`src/rtl/if_id_buffer_pkg.sv`:
```
// Shared IF/ID pipeline definitions: buffer state encoding, default widths and NOP.
// Imported by if_id_buffer and if_id_entry.
package if_id_buffer_pkg;

    // Occupancy of the two-entry skid buffer (output register + skid register).
    typedef enum logic [1:0] {
        EMPTY = 2'd0,
        ONE   = 2'd1,
        FULL  = 2'd2
    } buf_state_t;

    localparam int          DEFAULT_IW = 32;
    localparam logic [31:0] NOP_INSTR  = 32'h00000000;

    // The output register carries a live beat in every state except EMPTY.
    function automatic logic holds_beat(input buf_state_t s);
        return (s != EMPTY);
    endfunction

endpackage

```
`src/rtl/if_id_entry.sv`:
```
// One PC+instruction holding register with clock enable and asynchronous reset.
// Used for both the output register and the skid register of if_id_buffer.
module if_id_entry
    import if_id_buffer_pkg::*;
#(
    parameter int             W       = 64,
    parameter logic [W-1:0]   RST_VAL = '0
) (
    input  logic         clk,
    input  logic         rst,
    input  logic         en,
    input  logic [W-1:0] d,
    output logic [W-1:0] q
);

    always_ff @(posedge clk or posedge rst) begin
        if (rst) begin
            q <= RST_VAL;
        end else if (en) begin
            q <= d;
        end
    end

endmodule

```
`src/rtl/if_id_buffer.sv`:
```
// IF->ID two-entry skid buffer with a registered in_ready and flush support.
// Optional feature: define IF_ID_STALL_CNT_EN to add a saturating 16-bit stall_cnt output.
//
// Handshake: a beat moves across an interface on a rising edge where valid and ready are
// both 1; valid must not wait for ready, and a producer holds its beat until it moves.
module if_id_buffer
    import if_id_buffer_pkg::*;
#(
    parameter int AW = 32,
    parameter int IW = DEFAULT_IW
) (
    input  logic          clk,
    input  logic          rst,
    input  logic          in_valid,
    output logic          in_ready,
    input  logic [AW-1:0] in_pc,
    input  logic [IW-1:0] in_instr,
    input  logic          flush,
    output logic          out_valid,
    input  logic          out_ready,
    output logic [AW-1:0] out_pc,
    output logic [IW-1:0] out_instr
`ifdef IF_ID_STALL_CNT_EN
    ,
    output logic [15:0]   stall_cnt
`endif
);

    localparam int W = AW + IW;
    localparam logic [W-1:0] ENTRY_RST = {{AW{1'b0}}, IW'(NOP_INSTR)};

    buf_state_t   state_q;
    buf_state_t   state_d;
    logic         in_ready_q;
    logic         push;
    logic         pop;
    logic         out_en;
    logic         out_from_skid;
    logic         skid_en;
    logic [W-1:0] in_beat;
    logic [W-1:0] out_d;
    logic [W-1:0] out_q;
    logic [W-1:0] skid_q;

    assign in_beat = {in_pc, in_instr};
    assign push    = in_valid & in_ready_q & ~flush;
    assign pop     = out_valid & out_ready;

    // State register; in_ready is registered from the next state so it never
    // sees out_ready combinationally.
    always_ff @(posedge clk or posedge rst) begin
        if (rst) begin
            state_q    <= EMPTY;
            in_ready_q <= 1'b0;
        end else begin
            state_q    <= state_d;
            in_ready_q <= (state_d != FULL);
        end
    end

    always_comb begin
        state_d       = state_q;
        out_en        = 1'b0;
        out_from_skid = 1'b0;
        skid_en       = 1'b0;
        if (flush) begin
            // Flush wins over push and pop; data registers are left untouched.
            state_d = EMPTY;
        end else begin
            case (state_q)
                EMPTY: begin
                    if (push) begin
                        state_d = ONE;
                        out_en  = 1'b1;
                    end
                end
                ONE: begin
                    if (push && pop) begin
                        out_en = 1'b1;
                    end else if (push) begin
                        state_d = FULL;
                        skid_en = 1'b1;
                    end else if (pop) begin
                        state_d = EMPTY;
                    end
                end
                FULL: begin
                    if (pop) begin
                        state_d       = ONE;
                        out_en        = 1'b1;
                        out_from_skid = 1'b1;
                    end
                end
                default: begin
                    state_d = EMPTY;
                end
            endcase
        end
    end

    assign out_d = out_from_skid ? skid_q : in_beat;

    if_id_entry #(
        .W       (W),
        .RST_VAL (ENTRY_RST)
    ) u_out_entry (
        .clk (clk),
        .rst (rst),
        .en  (out_en),
        .d   (out_d),
        .q   (out_q)
    );

    if_id_entry #(
        .W       (W),
        .RST_VAL (ENTRY_RST)
    ) u_skid_entry (
        .clk (clk),
        .rst (rst),
        .en  (skid_en),
        .d   (in_beat),
        .q   (skid_q)
    );

    assign in_ready  = in_ready_q;
    assign out_valid = holds_beat(state_q);
    assign out_pc    = out_q[W-1:IW];
    assign out_instr = out_q[IW-1:0];

`ifdef IF_ID_STALL_CNT_EN
    // Counts cycles the IF stage is blocked; survives flush, saturates at all-ones.
    logic [15:0] stall_q;

    always_ff @(posedge clk or posedge rst) begin
        if (rst) begin
            stall_q <= 16'h0000;
        end else if (in_valid && !in_ready_q && (stall_q != 16'hFFFF)) begin
            stall_q <= stall_q + 16'd1;
        end
    end

    assign stall_cnt = stall_q;
`endif

endmodule

```
`config.mk`:
```
export PLATFORM = sky130hd
export DESIGN_NAME = if_id_buffer
export DESIGN_NICKNAME = d
export VERILOG_FILES = /design/src/rtl/if_id_buffer_pkg.sv /design/src/rtl/if_id_entry.sv /design/src/rtl/if_id_buffer.sv
export SDC_FILE = /design/constraint.sdc
export NUM_CORES = 1
export LEC_CHECK = 0
export ABC_AREA = 1
export CORE_MARGIN = 3
export CORE_UTILIZATION = 27
export DETAILED_ROUTE_END_ITERATION = 7
export SETUP_SLACK_MARGIN = 0.4
export SLEW_MARGIN = 20
export SYNTH_ARGS = -nofsm -noshare
export SYNTH_HDL_FRONTEND = slang
export SYNTH_SLANG_ARGS = --single-unit
```
`constraint.sdc`:
```
create_clock -name clk -period 4.4 [get_ports clk]
set_input_delay 0.66 -clock clk [delete_from_list [all_inputs] [get_ports clk]]
set_output_delay 0.66 -clock clk [all_outputs]
set_load 0.01 [all_outputs]
```
# After elaboration in Yosys (flattened, before gate mapping)
# Index checks and enable logic that the tools add are counted.
totals:
  register_bits: 131
  out_inout_bits: 66
  elab_cells: 32
classes:
  n_eq_ne: 3
  n_mux: 18
  bitwise_logic: 4
  reduce_logical: 3
ops:
  columns: ["op", "n"]
  rows:
  - ["$mux 64", 1]
  - ["$mux 2", 6]
  - ["$mux 1", 9]
  - ["$pmux 2 s3", 1]
  - ["$and 1x1->1", 3]
  - ["$pmux 1 s3", 1]
  - ["$eq 2x1->1 const B", 1]
  - ["$eq 2x2->1 const B", 1]
  - ["$logic_not 2->1", 1]
  - ["$ne 2x2->1 const B", 1]
  - ["$reduce_bool 2->1", 1]
  - ["$logic_and 1x1->1", 1]
  - ["$not 1->1", 1]

# Logic depth before layout (Yosys ltp)
logic_depth:
  ltp_word: 8
  mapped_depth: 9
  depth_no_buf: 7

# By module
# From an unflattened synthesis, not the netlist that was laid out.
hier_totals:
  cells_unflattened: 788
  area_unflattened_um2: 6531.3
modules_own_cells:
  columns: ["module", "n_inst", "area_each_um2", "cells_each"]
  rows:
  - ["if_id_entry", 2, 2449.8, 271]
  - ["if_id_buffer", 1, 1631.6, 246]

# Least setup slack after synthesis
# Ideal clock, no wire load.
synth_timing:
  path_kind: "input -> register"
  from: "input in_valid"
  to: "register u_out_entry.q[0]"
  t_arrival_ns: 1.411
  slack_ns: 2.872
  setup_time_ns: 0.116
  path_stages: 7
  cell_sequence: "nand2_1 > nor2_2 > nand3_1 > buf_2 > buf_2 > nand3_1 > nand2_1"
synth_between:
  elab_chain_len: 6
synth_lines:
  columns: ["item", "line_no", "source"]
  rows:
  - ["start: declaration", "if_id_buffer.sv:14", "input logic in_valid,"]
  - ["$and 1x1->1 * (2 in a row)", "if_id_buffer.sv:46", "assign push = in_valid & in_ready_q & ~flush;"]
  - ["$logic_and 1x1->1", "if_id_buffer.sv:78", "if (push && pop) begin"]
  - ["$mux 1", "if_id_buffer.sv:78", null]
  - ["$pmux 1 s3 *", "if_id_buffer.sv:70", "case (state_q)"]
  - ["$mux 1 *", "if_id_buffer.sv:66", "if (flush) begin"]
  - ["end signal: assignment", "if_id_entry.sv:18", "q <= RST_VAL;"]
  - ["end signal: assignment", "if_id_entry.sv:20", "q <= d;"]
  - ["end: declaration", "if_id_entry.sv:13", "output logic [W-1:0] q"]
# Every way passes the cells marked *; elsewhere a longest branch is shown, timed or not.
# A chain may end at the register's enable or synchronous reset.

# Final worst setup path
layout_timing:
  from: "input flush"
  to: "register u_out_entry.q[58]"
layout_between:
  elab_chain_len: 6
layout_lines:
  columns: ["item", "line_no", "source"]
  rows:
  - ["start: declaration", "if_id_buffer.sv:18", "input logic flush,"]
  - ["$not 1->1", "if_id_buffer.sv:46", null]
  - ["$and 1x1->1", "if_id_buffer.sv:46", null]
  - ["$logic_and 1x1->1", "if_id_buffer.sv:78", null]
  - ["$mux 1", "if_id_buffer.sv:78", null]
  - ["$pmux 1 s3", "if_id_buffer.sv:70", null]
  - ["$mux 1", "if_id_buffer.sv:66", null]
# Several ways; a longest one is shown, not always the timed one.

==> flow_summary.ini <==
[timing]
fin_skew_ps = 12.2
worst_slew_pin_slew_ps = 841
hold_violations = 0
fin_crit_ps = 2390
final.setup.tns_ps = 0
drv_slew = 0
holdWs_ps = 487
finalCritPeriodShare_pct = 54.3
worst_slew_margin_rel_pct = 43.9
setup_viol = 0
rsz0062_at_grt = no
max_freq_ghz = 0.419

[detailed_routing]
postRouteAntennaNets = 0
avgViaCountPerCell = 4.44
firstDrtPassIters = 4
drtIter0Drc = 230
vias = 5275
drcViolationCount = 0
drt-total-wl_um = 16500
wl_per_cell_um = 13.9

[setup_path]
reg2reg_depth = 7
rrSetupSlack_ps = 2370
crit_fanout = 74
r2r-start = state_q[1]
crit_chain = clkdlybuf4s50_1, nor2_4, nand2_4, nand2_2, buf_4, nand2_1, nand2_1
crit_type = input port to flop
cp.required_ps = 4740
crit_slowest_cell = clkdlybuf4s50_1
endpoint_kind = flop
critical_path.max_stage_delay_ps = 510
arrival_ps = 2730
crit_path_start_kind = input port
r2r-end = u_out_entry.q[58]
cpMostUsedCell = nand2_1

[floorplanning]
die_w_um = 157
start_util_pct = 27.8
ios = 135
core-area_mm2 = 0.0221
die_h_um = 157
rows = 54
die_area_mm2 = 0.0246

[synthesis]
synth_warnings = 0
syn-cell-area_mm2 = 0.00615
avgSynthCellArea_um2 = 7.79
syn_inst = 789
synthTopCellsByArea = dfrtp_1 53%, nand2_1 20%, nand3_1 11%
yosysSeqAreaShare_pct = 53.3
yosysTopAreaCell = dfrtp_1
ys_ff_latch = 131
synthDominantCellAreaShare_pct = 53.3
syn_nets = 858
synth_cell_type_count = 15

[clock_network]
cts-buffers-inserted = 17
clk-insertion-delay-late_ps = 410
htreeDepth = 4
ctsHoldBuffers = 0
postCtsSetupBuffers = 0
cts_resized = 0
clkTransAtPathRegs_ps = 60
clockBufferDepth = 2
cts_sinks = 131
root_buffer = clkbuf_16
cts_tree = yes

[pwr]
power_density_mw_per_mm2 = 455
pwr-share-seq_pct = 41.4
switchingPower_mw = 0.978
power.internal_mw = 2.79
leakagePower_nw = 4.29
netSwitchingFraction_pct = 25.9
ir_worst_vdd_mv = 0.205
clockPowerShare_pct = 41.7
p_comb_share_pct = 17.0

[global_routing]
grt_use_total_pct = 13.9
grt_first_pass_wirelength_um = 27300
grt_pass1_vias = 5113
grt-ovfl-total = 0
grt_max_degree = 75
antenna_found_initial = 0

[placed_design]
place.port_buffers = 134
hpwl_um = 9510
globalplace.congestion = 0.752

[finish]
seq_area_mm2 = 0.00328
final_common_cell = nand2_1
syn2layout_area_growth_pct = 34.7
drive_above_1_share_pct = 5.39
num_antenna_cells = 0
fin_nets = 965
final_cell_mix = 330 x nand2_1, 134 x clkdlybuf4s50_1, 131 x dfrtp_1
multiInputGateArea_mm2 = 0.00229
fillers = 2268

[hold_path]
worstHoldEndpoint = u_skid_entry.q[29]
worstHoldStart = u_skid_entry.q[29]
holdPathStages = 2
min_path_type = flop to flop

[status]
status = completed

[run]
maxCapViolations = 0
-- layout make-up --
type / count / share of cell area [%]
Clock buffer: 19 / 5.35
Clock inverter: 13 / 2.51
Inverter: 70 / 3.22
Multi-Input combinational cell: 533 / 27.7
Sequential cell: 131 / 39.6
Tap cell: 280 / 4.23
Timing Repair Buffer: 143 / 17.5
-- power groups by stage --
stage | combinational, mW | clock (mW) | sequential [mW]
after CTS | 0.655 | 1.62 | 1.56
after global routing | 0.726 | 1.68 | 1.59
final | 0.640 | 1.57 | 1.56
after detailed placement | 0.652 | 0 | 1.58
after floorplan | 0.283 | 0 | 1.60
after global placement | 0.638 | 0 | 1.58
-- registers in the layout, indices dropped and copies added (netlist names) --
register	flops
u_out_entry.q	64
u_skid_entry.q	64
state_q	2
in_ready	1
-- kinds of logic (layout without fill, tap and decap cells) --
group	after synthesis	in the layout	synth area share, %
simple gates	468	468	31.7
compound gates	65	65	5.29
buf+inv	125	245	9.73
flops	131	131	53.3
-- Yosys cell counts (all sizes together) --
library cell  instances
clkbuf                1
o21ai                65
nand2               332
nand3               130
nand3b                1
dfrtp               131
nor2                  5
buf                  54
inv                  70
-- worst max-delay path, delay by kind of cell --
| family | cells | cell delay (ps) |
|---|---|---|
| simple gates | 5 | 1030 |
| buf+inv | 2 | 1000 |
-- worst max path at each step --
stage / from / to / slack (ps) / cells past startpoint
floorplan: rst / in_ready / 2120 / 1
global placement: flush / u_out_entry.q[13] / 1550 / 7
detailed placement: flush / u_out_entry.q[63] / 1500 / 7
CTS: flush / u_out_entry.q[22] / 1940 / 7
global route: flush / u_out_entry.q[24] / 1750 / 7
finish: flush / u_out_entry.q[58] / 2010 / 7
-- layer usage --
metal  GRT usage, %  part of all wire [%]  wire, um  vias up
met5              0                     0         0        -
met4           3.79                   1.0       167        0
met3           3.55                   4.9       813       11
met2           23.0                    47      7800      115
met1           18.2                    47      7720     2465
li1               -                     -         -     2684
-- metrics by stage --
stage / cell area, um2 / std cells / utilization [%] / power (mW) / setup slack (ps)
3_5_place_dp: 7630 / 1157 / 34.6 / 2.23 / 1500
2_1_floorplan: 6150 / 789 / - / 1.88 / 2120
4_1_cts: 8290 / 1189 / 37.5 / 3.84 / 1940
5_1_grt: 8290 / 1189 / 37.5 / 3.99 / 1750
3_3_place_gp: 7630 / 1157 / 34.6 / 2.21 / 1550
6_report: 8290 / 1189 / 37.5 / 3.77 / 2010
(Power assumes the default switching activity.)
